File: src/rtl/mosby_pkg.sv
// Shared definitions for the fetch front end: fetch FSM states, address
// width, default reset PC and a small PC increment helper.
package mosby_pkg;

    localparam int ADDR_W = 16;

    localparam logic [ADDR_W-1:0] RESET_PC_DEFAULT = 16'hFFFC;

    // IDLE: nothing outstanding; REQ: live request awaiting ack;
    // DROP: a request issued before a redirect is still outstanding and
    // its returned byte must be thrown away.
    typedef enum logic [1:0] {
        IDLE = 2'd0,
        REQ  = 2'd1,
        DROP = 2'd2
    } fetch_state_e;

    // Next sequential byte address; wraps 16'hFFFF -> 16'h0000.
    function automatic logic [ADDR_W-1:0] pc_inc(input logic [ADDR_W-1:0] pc);
        return pc + {{(ADDR_W-1){1'b0}}, 1'b1};
    endfunction

endpackage

File: src/rtl/fetch_queue.sv
// Prefetch queue: DEPTH-entry synchronous FIFO of {8-bit data, 16-bit pc}.
// Flush has priority over push and pop. Push while full is accepted only
// when a pop frees an entry in the same cycle; pop while empty is ignored.
module fetch_queue
    import mosby_pkg::*;
#(
    parameter int DEPTH = 4,
    parameter int CNT_W = $clog2(DEPTH) + 1
) (
    input  logic              clk_1,
    input  logic              rst,
    input  logic              flush,
    input  logic              push,
    input  logic [7:0]        push_data,
    input  logic [ADDR_W-1:0] push_pc,
    input  logic              pop,
    output logic [7:0]        head_data,
    output logic [ADDR_W-1:0] head_pc,
    output logic [CNT_W-1:0]  count,
    output logic              full,
    output logic              empty
);

    localparam int PTR_W = $clog2(DEPTH);
    localparam logic [CNT_W-1:0] DEPTH_C = CNT_W'(DEPTH);

    logic [7:0]        data_q [DEPTH];
    logic [7:0]        data_d [DEPTH];
    logic [ADDR_W-1:0] pc_q   [DEPTH];
    logic [ADDR_W-1:0] pc_d   [DEPTH];
    logic [PTR_W-1:0]  wr_ptr_q, wr_ptr_d;
    logic [PTR_W-1:0]  rd_ptr_q, rd_ptr_d;
    logic [CNT_W-1:0]  count_q, count_d;
    logic              do_push;
    logic              do_pop;

    assign full      = (count_q == DEPTH_C);
    assign empty     = (count_q == '0);
    assign count     = count_q;
    assign head_data = data_q[rd_ptr_q];
    assign head_pc   = pc_q[rd_ptr_q];

    assign do_pop  = pop & ~empty;
    assign do_push = push & (~full | do_pop);

    // Next-state for storage, pointers and occupancy count.
    always_comb begin
        data_d   = data_q;
        pc_d     = pc_q;
        wr_ptr_d = wr_ptr_q;
        rd_ptr_d = rd_ptr_q;
        count_d  = count_q;
        if (flush) begin
            wr_ptr_d = '0;
            rd_ptr_d = '0;
            count_d  = '0;
        end else begin
            if (do_push) begin
                data_d[wr_ptr_q] = push_data;
                pc_d[wr_ptr_q]   = push_pc;
                wr_ptr_d         = wr_ptr_q + PTR_W'(1);
            end
            if (do_pop) begin
                rd_ptr_d = rd_ptr_q + PTR_W'(1);
            end
            count_d = count_q + {{(CNT_W-1){1'b0}}, do_push}
                              - {{(CNT_W-1){1'b0}}, do_pop};
        end
    end

    // Queue registers with asynchronous active-low reset.
    always_ff @(posedge clk_1 or negedge rst) begin
        if (!rst) begin
            for (int i = 0; i < DEPTH; i++) begin
                data_q[i] <= '0;
                pc_q[i]   <= '0;
            end
            wr_ptr_q <= '0;
            rd_ptr_q <= '0;
            count_q  <= '0;
        end else begin
            data_q   <= data_d;
            pc_q     <= pc_d;
            wr_ptr_q <= wr_ptr_d;
            rd_ptr_q <= rd_ptr_d;
            count_q  <= count_d;
        end
    end

endmodule

File: src/rtl/instr_fetch.sv
// Instruction-fetch stage. Walks a fetch PC, issues single-byte reads to
// the memory-access stage, buffers returned bytes with their addresses in
// a prefetch queue and hands them to the decoder. A redirect flushes the
// queue and restarts fetching at the new target.
//
// Handshakes: the memory side is request/acknowledge -- mem_req and
// mem_addr are registered and held until a one-cycle mem_ack returns the
// byte on mem_rdata; at most one request is ever outstanding. The decoder
// side is valid/ready -- the head entry transfers on any rising edge where
// ib_valid & ib_ready, and ib_ready while ib_valid=0 has no effect.
//
// Optional build macro FETCH_BYPASS_EN: with the queue empty, an ack that
// meets ib_ready (and no redirect) is forwarded to ib_* in the same cycle
// instead of being queued.
module instr_fetch
    import mosby_pkg::*;
#(
    parameter int                DEPTH    = 4,
    parameter logic [ADDR_W-1:0] RESET_PC = RESET_PC_DEFAULT
) (
    input  logic              clk_1,
    input  logic              rst,
    output logic              mem_req,
    output logic [ADDR_W-1:0] mem_addr,
    input  logic              mem_ack,
    input  logic [7:0]        mem_rdata,
    output logic              ib_valid,
    output logic [7:0]        ib_data,
    output logic [ADDR_W-1:0] ib_pc,
    input  logic              ib_ready,
    input  logic              jmp_valid,
    input  logic [ADDR_W-1:0] jmp_target,
    output logic [1:0]        dbg_state
);

    localparam int CNT_W = $clog2(DEPTH) + 1;
    localparam logic [CNT_W:0] DEPTH_W = (CNT_W+1)'(DEPTH);

    fetch_state_e      state_q, state_d;
    logic              mem_req_q, mem_req_d;
    logic [ADDR_W-1:0] mem_addr_q, mem_addr_d;
    logic [ADDR_W-1:0] fetch_pc_q, fetch_pc_d;

    logic              q_push;
    logic              q_pop;
    logic [7:0]        q_head_data;
    logic [ADDR_W-1:0] q_head_pc;
    logic [CNT_W-1:0]  q_count;
    logic              q_full;
    logic              q_empty;
    logic              bypass;
    logic [CNT_W:0]    cnt_after;
    logic              room_after;

`ifdef FETCH_BYPASS_EN
    assign bypass = (state_q == REQ) & mem_ack & ib_ready & ~jmp_valid & q_empty;
`else
    assign bypass = 1'b0;
`endif

    // A redirect voids any same-cycle push or pop.
    assign q_push = (state_q == REQ) & mem_ack & ~jmp_valid & ~bypass;
    assign q_pop  = ib_ready & ~q_empty & ~jmp_valid;

    // Occupancy after this edge; a follow-on request needs one more slot.
    assign cnt_after  = {1'b0, q_count} + {{CNT_W{1'b0}}, q_push}
                                        - {{CNT_W{1'b0}}, q_pop};
    assign room_after = (cnt_after < DEPTH_W);

    fetch_queue #(
        .DEPTH (DEPTH),
        .CNT_W (CNT_W)
    ) u_queue (
        .clk_1     (clk_1),
        .rst       (rst),
        .flush     (jmp_valid),
        .push      (q_push),
        .push_data (mem_rdata),
        .push_pc   (mem_addr_q),
        .pop       (q_pop),
        .head_data (q_head_data),
        .head_pc   (q_head_pc),
        .count     (q_count),
        .full      (q_full),
        .empty     (q_empty)
    );

    // Fetch FSM next-state and request/PC updates.
    always_comb begin
        state_d    = state_q;
        mem_req_d  = mem_req_q;
        mem_addr_d = mem_addr_q;
        fetch_pc_d = fetch_pc_q;
        case (state_q)
            IDLE: begin
                if (jmp_valid) begin
                    fetch_pc_d = jmp_target;
                end else if (!q_full) begin
                    state_d    = REQ;
                    mem_req_d  = 1'b1;
                    mem_addr_d = fetch_pc_q;
                end
            end
            REQ: begin
                if (mem_ack) begin
                    if (jmp_valid) begin
                        // Byte is discarded; restart straight at the target.
                        mem_addr_d = jmp_target;
                        fetch_pc_d = jmp_target;
                    end else begin
                        fetch_pc_d = pc_inc(mem_addr_q);
                        if (room_after) begin
                            mem_addr_d = pc_inc(mem_addr_q);
                        end else begin
                            state_d   = IDLE;
                            mem_req_d = 1'b0;
                        end
                    end
                end else if (jmp_valid) begin
                    // Request stays on the bus until its ack arrives.
                    state_d    = DROP;
                    fetch_pc_d = jmp_target;
                end
            end
            DROP: begin
                if (mem_ack) begin
                    state_d    = REQ;
                    mem_addr_d = jmp_valid ? jmp_target : fetch_pc_q;
                    fetch_pc_d = jmp_valid ? jmp_target : fetch_pc_q;
                end else if (jmp_valid) begin
                    fetch_pc_d = jmp_target;
                end
            end
            default: begin
                state_d   = IDLE;
                mem_req_d = 1'b0;
            end
        endcase
    end

    // Fetch FSM and request registers with asynchronous active-low reset.
    always_ff @(posedge clk_1 or negedge rst) begin
        if (!rst) begin
            state_q    <= IDLE;
            mem_req_q  <= 1'b0;
            mem_addr_q <= RESET_PC;
            fetch_pc_q <= RESET_PC;
        end else begin
            state_q    <= state_d;
            mem_req_q  <= mem_req_d;
            mem_addr_q <= mem_addr_d;
            fetch_pc_q <= fetch_pc_d;
        end
    end

    assign mem_req   = mem_req_q;
    assign mem_addr  = mem_addr_q;
    assign dbg_state = state_q;

    // Decoder-facing outputs; empty queue presents zeros.
    always_comb begin
        ib_valid = ~q_empty;
        ib_data  = q_empty ? 8'h00 : q_head_data;
        ib_pc    = q_empty ? '0 : q_head_pc;
        if (bypass) begin
            ib_valid = 1'b1;
            ib_data  = mem_rdata;
            ib_pc    = mem_addr_q;
        end
    end

endmodule

File: config.mk
export PLATFORM = sky130hd
export DESIGN_NAME = instr_fetch
export DESIGN_NICKNAME = d
export VERILOG_FILES = /design/src/rtl/mosby_pkg.sv /design/src/rtl/fetch_queue.sv /design/src/rtl/instr_fetch.sv
export SDC_FILE = /design/constraint.sdc
export NUM_CORES = 1
export LEC_CHECK = 0
export BUFFER_PORTS_ARGS = -buffer_cell sky130_fd_sc_hd__buf_2
export CORE_MARGIN = 2
export CORE_UTILIZATION = 50
export CTS_CLUSTER_DIAMETER = 120
export DETAILED_ROUTE_END_ITERATION = 10
export PLACE_DENSITY = 0.77
export REMOVE_ABC_BUFFERS = 1
export SYNTH_ARGS = -nofsm -noshare
export SYNTH_HDL_FRONTEND = slang
export SYNTH_SLANG_ARGS = --single-unit
File: constraint.sdc
create_clock -name clk_1 -period 2.8 [get_ports clk_1]
set_input_delay 0.28 -clock clk_1 [delete_from_list [all_inputs] [get_ports clk_1]]
set_output_delay 0.28 -clock clk_1 [all_outputs]
set_load 0.02 [all_outputs]
==> results.py, run 1 <==
metrics = {
    "clock_tree": {
        "clockBufferDepth": 2,
        "numCtsBuffers": 17,
        "clk_pin_slew_worst_paths_ns": 0.06,
        "cts_root_buf": "clkbuf_16",
        "cts_tree": "yes",
        "htreeDepth": 4,
        "clock-sinks": 138,
        "clkLatencyLatePin_ns": 0.43,
    },
    "routing": {
        "drtIter0Drc": 517,
        "first_pass_iters": 6,
        "totalWireLength_um": 17600,
        "ant_nets": 0,
        "vias": 5419,
        "drc": 0,
        "avgViaCountPerCell": 6.05,
        "wire_per_inst_um": 19.6,
    },
    "die": {
        "die_w_um": 125,
        "die_h_um": 125,
        "start_util_pct": 51.0,
        "core_area_um2": 14400,
        "io-pin-count": 73,
        "row_count": 44,
        "design.die.area_um2": 15700,
    },
    "synthesis": {
        "ys_warn_count": 0,
        "ys_ff_latch": 138,
        "seq_area_frac_synth_pct": 47.4,
        "ys_types": 60,
        "async_flop_share_pct": 100,
        "synth_area_per_cell_um2": 11.7,
        "ys.flop_type": "dfrtp_1",
        "synthCells": 631,
        "synth_edf_count": 0,
        "syn_area_um2": 7350,
    },
    "finish": {
        "nets": 744,
        "post_route_cells_drive_above_1_share_pct": 39.2,
        "syn2layout_area_growth_pct": 15.4,
        "final_core_util_pct": 58.8,
    },
    "sta": {
        "maxSlewViolCount": 0,
        "hold_viol": 0,
        "maxSlewHeadroom_pct": 57.5,
        "skew_ns": 0.0116,
        "period_share_pct": 95.4,
        "tightest_slew_ns": 0.638,
        "post-route-min-period_ns": 2.67,
        "fmax_mhz": 374,
        "fin_setup_tns_ns": 0,
        "setup_viol": 0,
    },
    "grt": {
        "grt_pass1_vias": 5679,
        "grt.met2_usage_pct": 38.2,
        "gr-usage-met3_pct": 5.86,
        "grt_max_degree": 58,
        "antenna_found_initial": 1,
        "use_met1_pct": 30.2,
        "grt-ovfl-total": 0,
        "grt_usage_pct": 23.3,
        "top_usage_layer": "met2",
        "grt_pass1_wl_um": 28800,
    },
    "power_and_ir_drop": {
        "peakVddDrop_mv": 0.879,
        "p_int_mw": 6.07,
        "leakage_nw": 3.93,
        "pwr-share-seq_pct": 35.8,
        "cellPowerDensity_nw_per_um2": 1170,
        "clkPwrFrac_pct": 21.9,
        "p_sw_share_pct": 38.7,
        "combPwrFrac_pct": 42.3,
        "switching_power_mw": 3.83,
    },
    "run": {
        "drv_cap": 0,
    },
    "setup_path": {
        "end_kind": "register",
        "cp_cell_sequence": "inv_1 -> nand3_1 -> nand2_1 -> nor2_1 -> ha_1 -> inv_1 -> ha_1 -> xor2_1 -> and3_1 -> o21ai_2 -> nand4_1 -> a211oi_2 -> mux2_2",
        "arrival_ns": 2.98,
        "worstSetupStartpointType": "register",
        "setup.worst_path.class": "register to register",
        "regToRegStartpoint": "u_queue.count[1]",
        "reg2reg_depth": 13,
        "path_max_fanout": 4,
        "worst_path_largest_cell_delay_ns": 0.38,
        "critPathRequiredTime_ns": 3.11,
        "r2r_end": "mem_req",
        "slowest_stage": "dfrtp_1",
        "ff2ff_setup_slack_ns": 0.13,
    },
    "hold_path": {
        "min_from": "mem_rdata[2]",
        "min_path_cells": 2,
        "min_to": "u_queue.data_q[18]",
        "hold_path_class": "input pin to register",
    },
    "place": {
        "hpwl_um": 11600,
        "port_buffers": 72,
        "gp_congestion": 0.917,
    },
    "run_status": {
        "outcome": "finished clean",
    },
}
-- power groups by stage --
stage	Clock [mW]	Combinational, mW	Sequential, mW
after floorplan	0	2.75	3.52
after global placement	0	3.91	3.47
after detailed placement	0	4.09	3.55
after CTS	2.20	4.15	3.53
after global routing	2.29	4.57	3.66
final	2.17	4.19	3.54
-- through the flow --
step                setup slack (ns)  power, mW  cells  hold WS [ns]  cell area (um2)
global route                 -0.0334       10.5    896         0.131             8490
global placement              0.0392       7.38    859         0.301             7860
detailed placement            -0.121       7.65    859         0.308             7860
CTS                           0.0215       9.88    892         0.117             8450
floorplan                     -0.248       6.27    588       -0.0156             7130
finish                         0.129       9.90    896         0.130             8490
-- state kept, by name, indices dropped and copies added, names as in the netlist --
name / count
u_queue.count: 3
u_queue.data_q: 32
u_queue.pc_q: 64
mem_req: 1
u_queue.rd_ptr_q: 2
mem_addr: 16
u_queue.wr_ptr_q: 2
dbg_state: 2
fetch_pc_q: 16
-- cell families after synthesis --
| group | synth area share (%) |
|---|---|
| compound gates | 11.8 |
| fa+ha+maj | 3.00 |
| simple gates | 9.94 |
| xor+xnor | 2.03 |
| mux | 21.6 |
| flops | 47.4 |
| buf+inv | 4.24 |
-- repair_timing --
action                     4_1_cts  5_1_grt
buffers inserted                 0        3
pin swaps                        0        2
resized for setup                2        3
hold endpoints to repair        35        0
hold buffers                     1        0
setup endpoints to repair       18       15
-- worst max-delay path, delay by kind of cell (launching register included) --
family	cells	cell delay, ns
AO/OA/AOI/OAI	2	0.43
XOR/XNOR	1	0.18
adder cells (fa/ha/maj)	2	0.38
buffers and inverters	2	0.16
flip-flops	1	0.38
multiplexers	1	0.35
AND/OR/NAND/NOR	5	0.68
-- layer usage --
metal	part of all wire [%]	wire length, um
met1	42	7440
met5	0	0
met3	6.1	1070
met4	1.9	340
met2	50	8720
-- cell usage in the layout (no fill, tap or decap), drive strengths merged, types with 2 or more instances in the layout --
master | Yosys | final
o22ai | 24 | 24
nand2b | 2 | 2
a211oi | 3 | 3
o31ai | 2 | 2
clkbuf | 17 | 19
o21ai | 33 | 33
o21bai | 4 | 4
a221oi | 6 | 6
xnor2 | 7 | 7
mux2 | 91 | 91
clkinvlp | 0 | 5
nor3b | 3 | 3
inv | 23 | 23
or3 | 2 | 2
and2 | 27 | 27
nand2 | 41 | 41
xor2 | 10 | 10
dfrtp | 110 | 110
clkinv | 0 | 6
buf | 26 | 90
mux2i | 2 | 2
bufinv | 0 | 2
nand4 | 3 | 3
o221ai | 5 | 5
a31oi | 3 | 3
ha | 16 | 16
o22a | 5 | 5
dfstp | 28 | 28
a22oi | 3 | 3
o21a | 3 | 3
a222oi | 3 | 3
o31a | 2 | 2
nor2b | 4 | 4
mux4 | 24 | 24
nor2 | 37 | 37
nand3 | 14 | 14
nor3 | 4 | 4
a21oi | 30 | 30
-- area by class of cell --
class	instances	area (um2)
antenna	1	2.50
fill	1181	5940
clock inverter	13	128
tap	184	230
multi-input combinational	427	3570
sequential	138	3490
timing repair buffer	91	533
clock buffer	19	443
inverter	23	86.3
-- cell usage after synthesis (23+ instances only) --
cell / number / area share, %
dfrtp_1: 110 / 37
mux2_2: 91 / 14
o22ai_1: 24 / 2.0
nand2_1: 37 / 1.9
mux4_2: 24 / 7.4
inv_1: 23 / 1.2
a21oi_1: 28 / 1.9
and2_1: 27 / 2.3
o21ai_0: 28 / 1.9
nor2_1: 37 / 1.9
dfstp_2: 28 / 10
-- worst max path at each step --
| stage | startpoint | to | slack [ns] |
|---|---|---|---|
| 2_1_floorplan | u_queue.count[1] | mem_req | -0.25 |
| 3_3_place_gp | u_queue.count[1] | mem_addr[11] | 0.04 |
| 3_5_place_dp | u_queue.count[1] | mem_addr[11] | -0.12 |
| 4_1_cts | u_queue.count[1] | mem_req | 0.02 |
| 5_1_grt | u_queue.count[1] | dbg_state[0] | -0.03 |
| 6_report | u_queue.count[1] | mem_req | 0.13 |
Note: power is estimated with default switching activity, not from simulation.
==> inputs of run 2 (changes only) <==
- clock period: 2.8 -> 2.4 ns (I/O delays scaled with it)
==> results.py, run 2 (synthesis results as in run 1) <==
metrics = {
    "run_status": {
        "outcome": "finished with violations",
        "violations": "negative setup slack",
    },
    "finish": {
        "n_fill_cell": 1107,
        "layout_common_cells": "dfrtp_1, mux2_2, buf_2",
        "stdcell_count": 923,
        "nets": 772,
        "syn2layout_area_growth_pct": 20.5,
        "seq_area_um2": 3490,
        "final_common_cell": "dfrtp_1",
        "reg_top3": "u_queue.pc_q x64, u_queue.data_q x32",
        "regMostFlops": "u_queue.pc_q",
        "post_route_cells_drive_above_1_share_pct": 43.6,
        "largest_register_ffs": 64,
        "multi_input_area_um2": 3630,
    },
    "grt": {
        "grt_pass1_wl_um": 30200,
        "antenna_found_initial": 1,
        "grt_usage_pct": 24.3,
        "grt_max_degree": 55,
        "grt_pass1_vias": 5852,
        "grt-ovfl-total": 0,
    },
    "die": {
        "die_h_um": 125,
        "core_area_um2": 14400,
        "row_count": 44,
        "die_w_um": 125,
        "design.die.area_um2": 15700,
        "start_util_pct": 51.0,
        "io-pin-count": 73,
    },
    "setup_path": {
        "reg2reg_depth": 13,
        "ff2ff_setup_slack_ns": -0.06,
        "arrival_ns": 2.83,
        "critPathRequiredTime_ns": 2.77,
        "path_max_fanout": 8,
        "worstSetupStartpointType": "register",
        "end_kind": "register",
        "setup.worst_path.class": "register to register",
    },
    "place": {
        "gp_congestion": 0.870,
        "dp_cells": 883,
        "port_buffers": 72,
        "hpwl_um": 12200,
    },
    "power_and_ir_drop": {
        "p_int_mw": 7.77,
        "leakage_nw": 4.12,
        "switching_power_mw": 4.73,
        "peakVddDrop_mv": 0.763,
        "clkPwrFrac_pct": 21.9,
        "p_sw_share_pct": 37.8,
        "cellPowerDensity_nw_per_um2": 1410,
        "power_mw": 12.5,
        "pwr-share-seq_pct": 32.3,
        "combPwrFrac_pct": 45.8,
    },
    "routing": {
        "totalWireLength_um": 18800,
        "drc": 0,
        "first_pass_iters": 5,
        "drtIter0Drc": 564,
        "wire_per_inst_um": 20.3,
        "vias": 5581,
        "ant_nets": 0,
        "avgViaCountPerCell": 6.05,
    },
    "run": {
        "drv_cap": 0,
    },
    "clock_tree": {
        "clockBufferDepth": 2,
        "clock-sinks": 138,
        "clk_pin_slew_worst_paths_ns": 0.06,
        "numCtsBuffers": 17,
        "clkLatencyLatePin_ns": 0.42,
        "cts_root_buf": "clkbuf_16",
        "htreeDepth": 4,
        "cts_tree": "yes",
    },
    "sta": {
        "hold_viol": 0,
        "skew_ns": 0.00614,
        "setup_slack_ns": -0.0614,
        "fmax_mhz": 406,
        "fin_setup_tns_ns": -0.109,
        "maxSlewHeadroom_pct": 49.9,
        "maxSlewViolCount": 0,
        "rsz0062_at_grt": "yes",
        "post-route-min-period_ns": 2.46,
        "tightest_slew_ns": 0.752,
        "period_share_pct": 103,
        "setup_viol": 4,
    },
    "hold_path": {
        "min_path_cells": 2,
        "hold_path_class": "input pin to register",
    },
}
## run 2: through the flow
step           hold slack (ns)  util, %  instance area, um2  setup slack, ns
2_1_floorplan          -0.0556        -                7130           -0.648
3_3_place_gp             0.335     55.9                8060          -0.0747
3_5_place_dp             0.351     55.9                8060           -0.124
4_1_cts                 0.0820     60.4                8710          0.00505
5_1_grt                 0.0919     61.4                8860           -0.131
6_report                0.0942     61.4                8860          -0.0614
## run 2: repair_timing
action,in CTS,in global routing
gates cloned,0,2
resized for setup,7,25
pin swaps,0,16
buffers inserted,0,5
hold endpoints to repair,44,0
hold buffers,1,0
setup endpoints to repair,14,18
## run 2: path summary, 6_finish.rpt
path	start	endpoint
worst min-delay path	mem_rdata[2]	u_queue.data_q[18]
max in group asynchronous	rst	fetch_pc_q[14]
min in group asynchronous	rst	u_queue.data_q[13]
worst max register to register	u_queue.count[1]	mem_addr[2]
worst max-delay path	u_queue.count[1]	mem_addr[2]
worst min register to register	u_queue.pc_q[7]	u_queue.pc_q[7]
## run 2: power groups by stage
stage,registers [mW],logic [mW],clock network [mW]
floorplan,4.10,3.21,0
finish,4.04,5.72,2.74
detailed placement,4.04,5.23,0
global placement,3.92,5.05,0
CTS,4.01,5.30,2.78
global route,4.14,6.16,2.89
## run 2: area by class of cell
class                   instances  share of cell area [%]
flip-flops and latches        138                    39.4
clock inverters                11                    1.92
repair buffers                119                    9.07
multi-input cells             427                    41.0
diodes                          1                  0.0282
clock buffers                  20                    5.04
inverters                      23                   0.974
well taps                     184                    2.60
## run 2: per-layer routing
layer,track usage [%],part of all wire (%)
met1,31.8,42
met2,40.2,50
met3,4.41,5.8
met4,10.1,2.7
met5,0,0
## run 2: critical path, cell delays in order (launching register included)
cell	delay, ns
dfrtp_1	0.37
inv_2	0.05
nand3_2	0.08
nand2_2	0.06
nor2_2	0.11
ha_2	0.18
inv_2	0.04
ha_4	0.25
nand4b_1	0.13
a211o_1	0.37
a31o_4	0.29
buf_12	0.15
a211oi_2	0.20
a21o_1	0.11
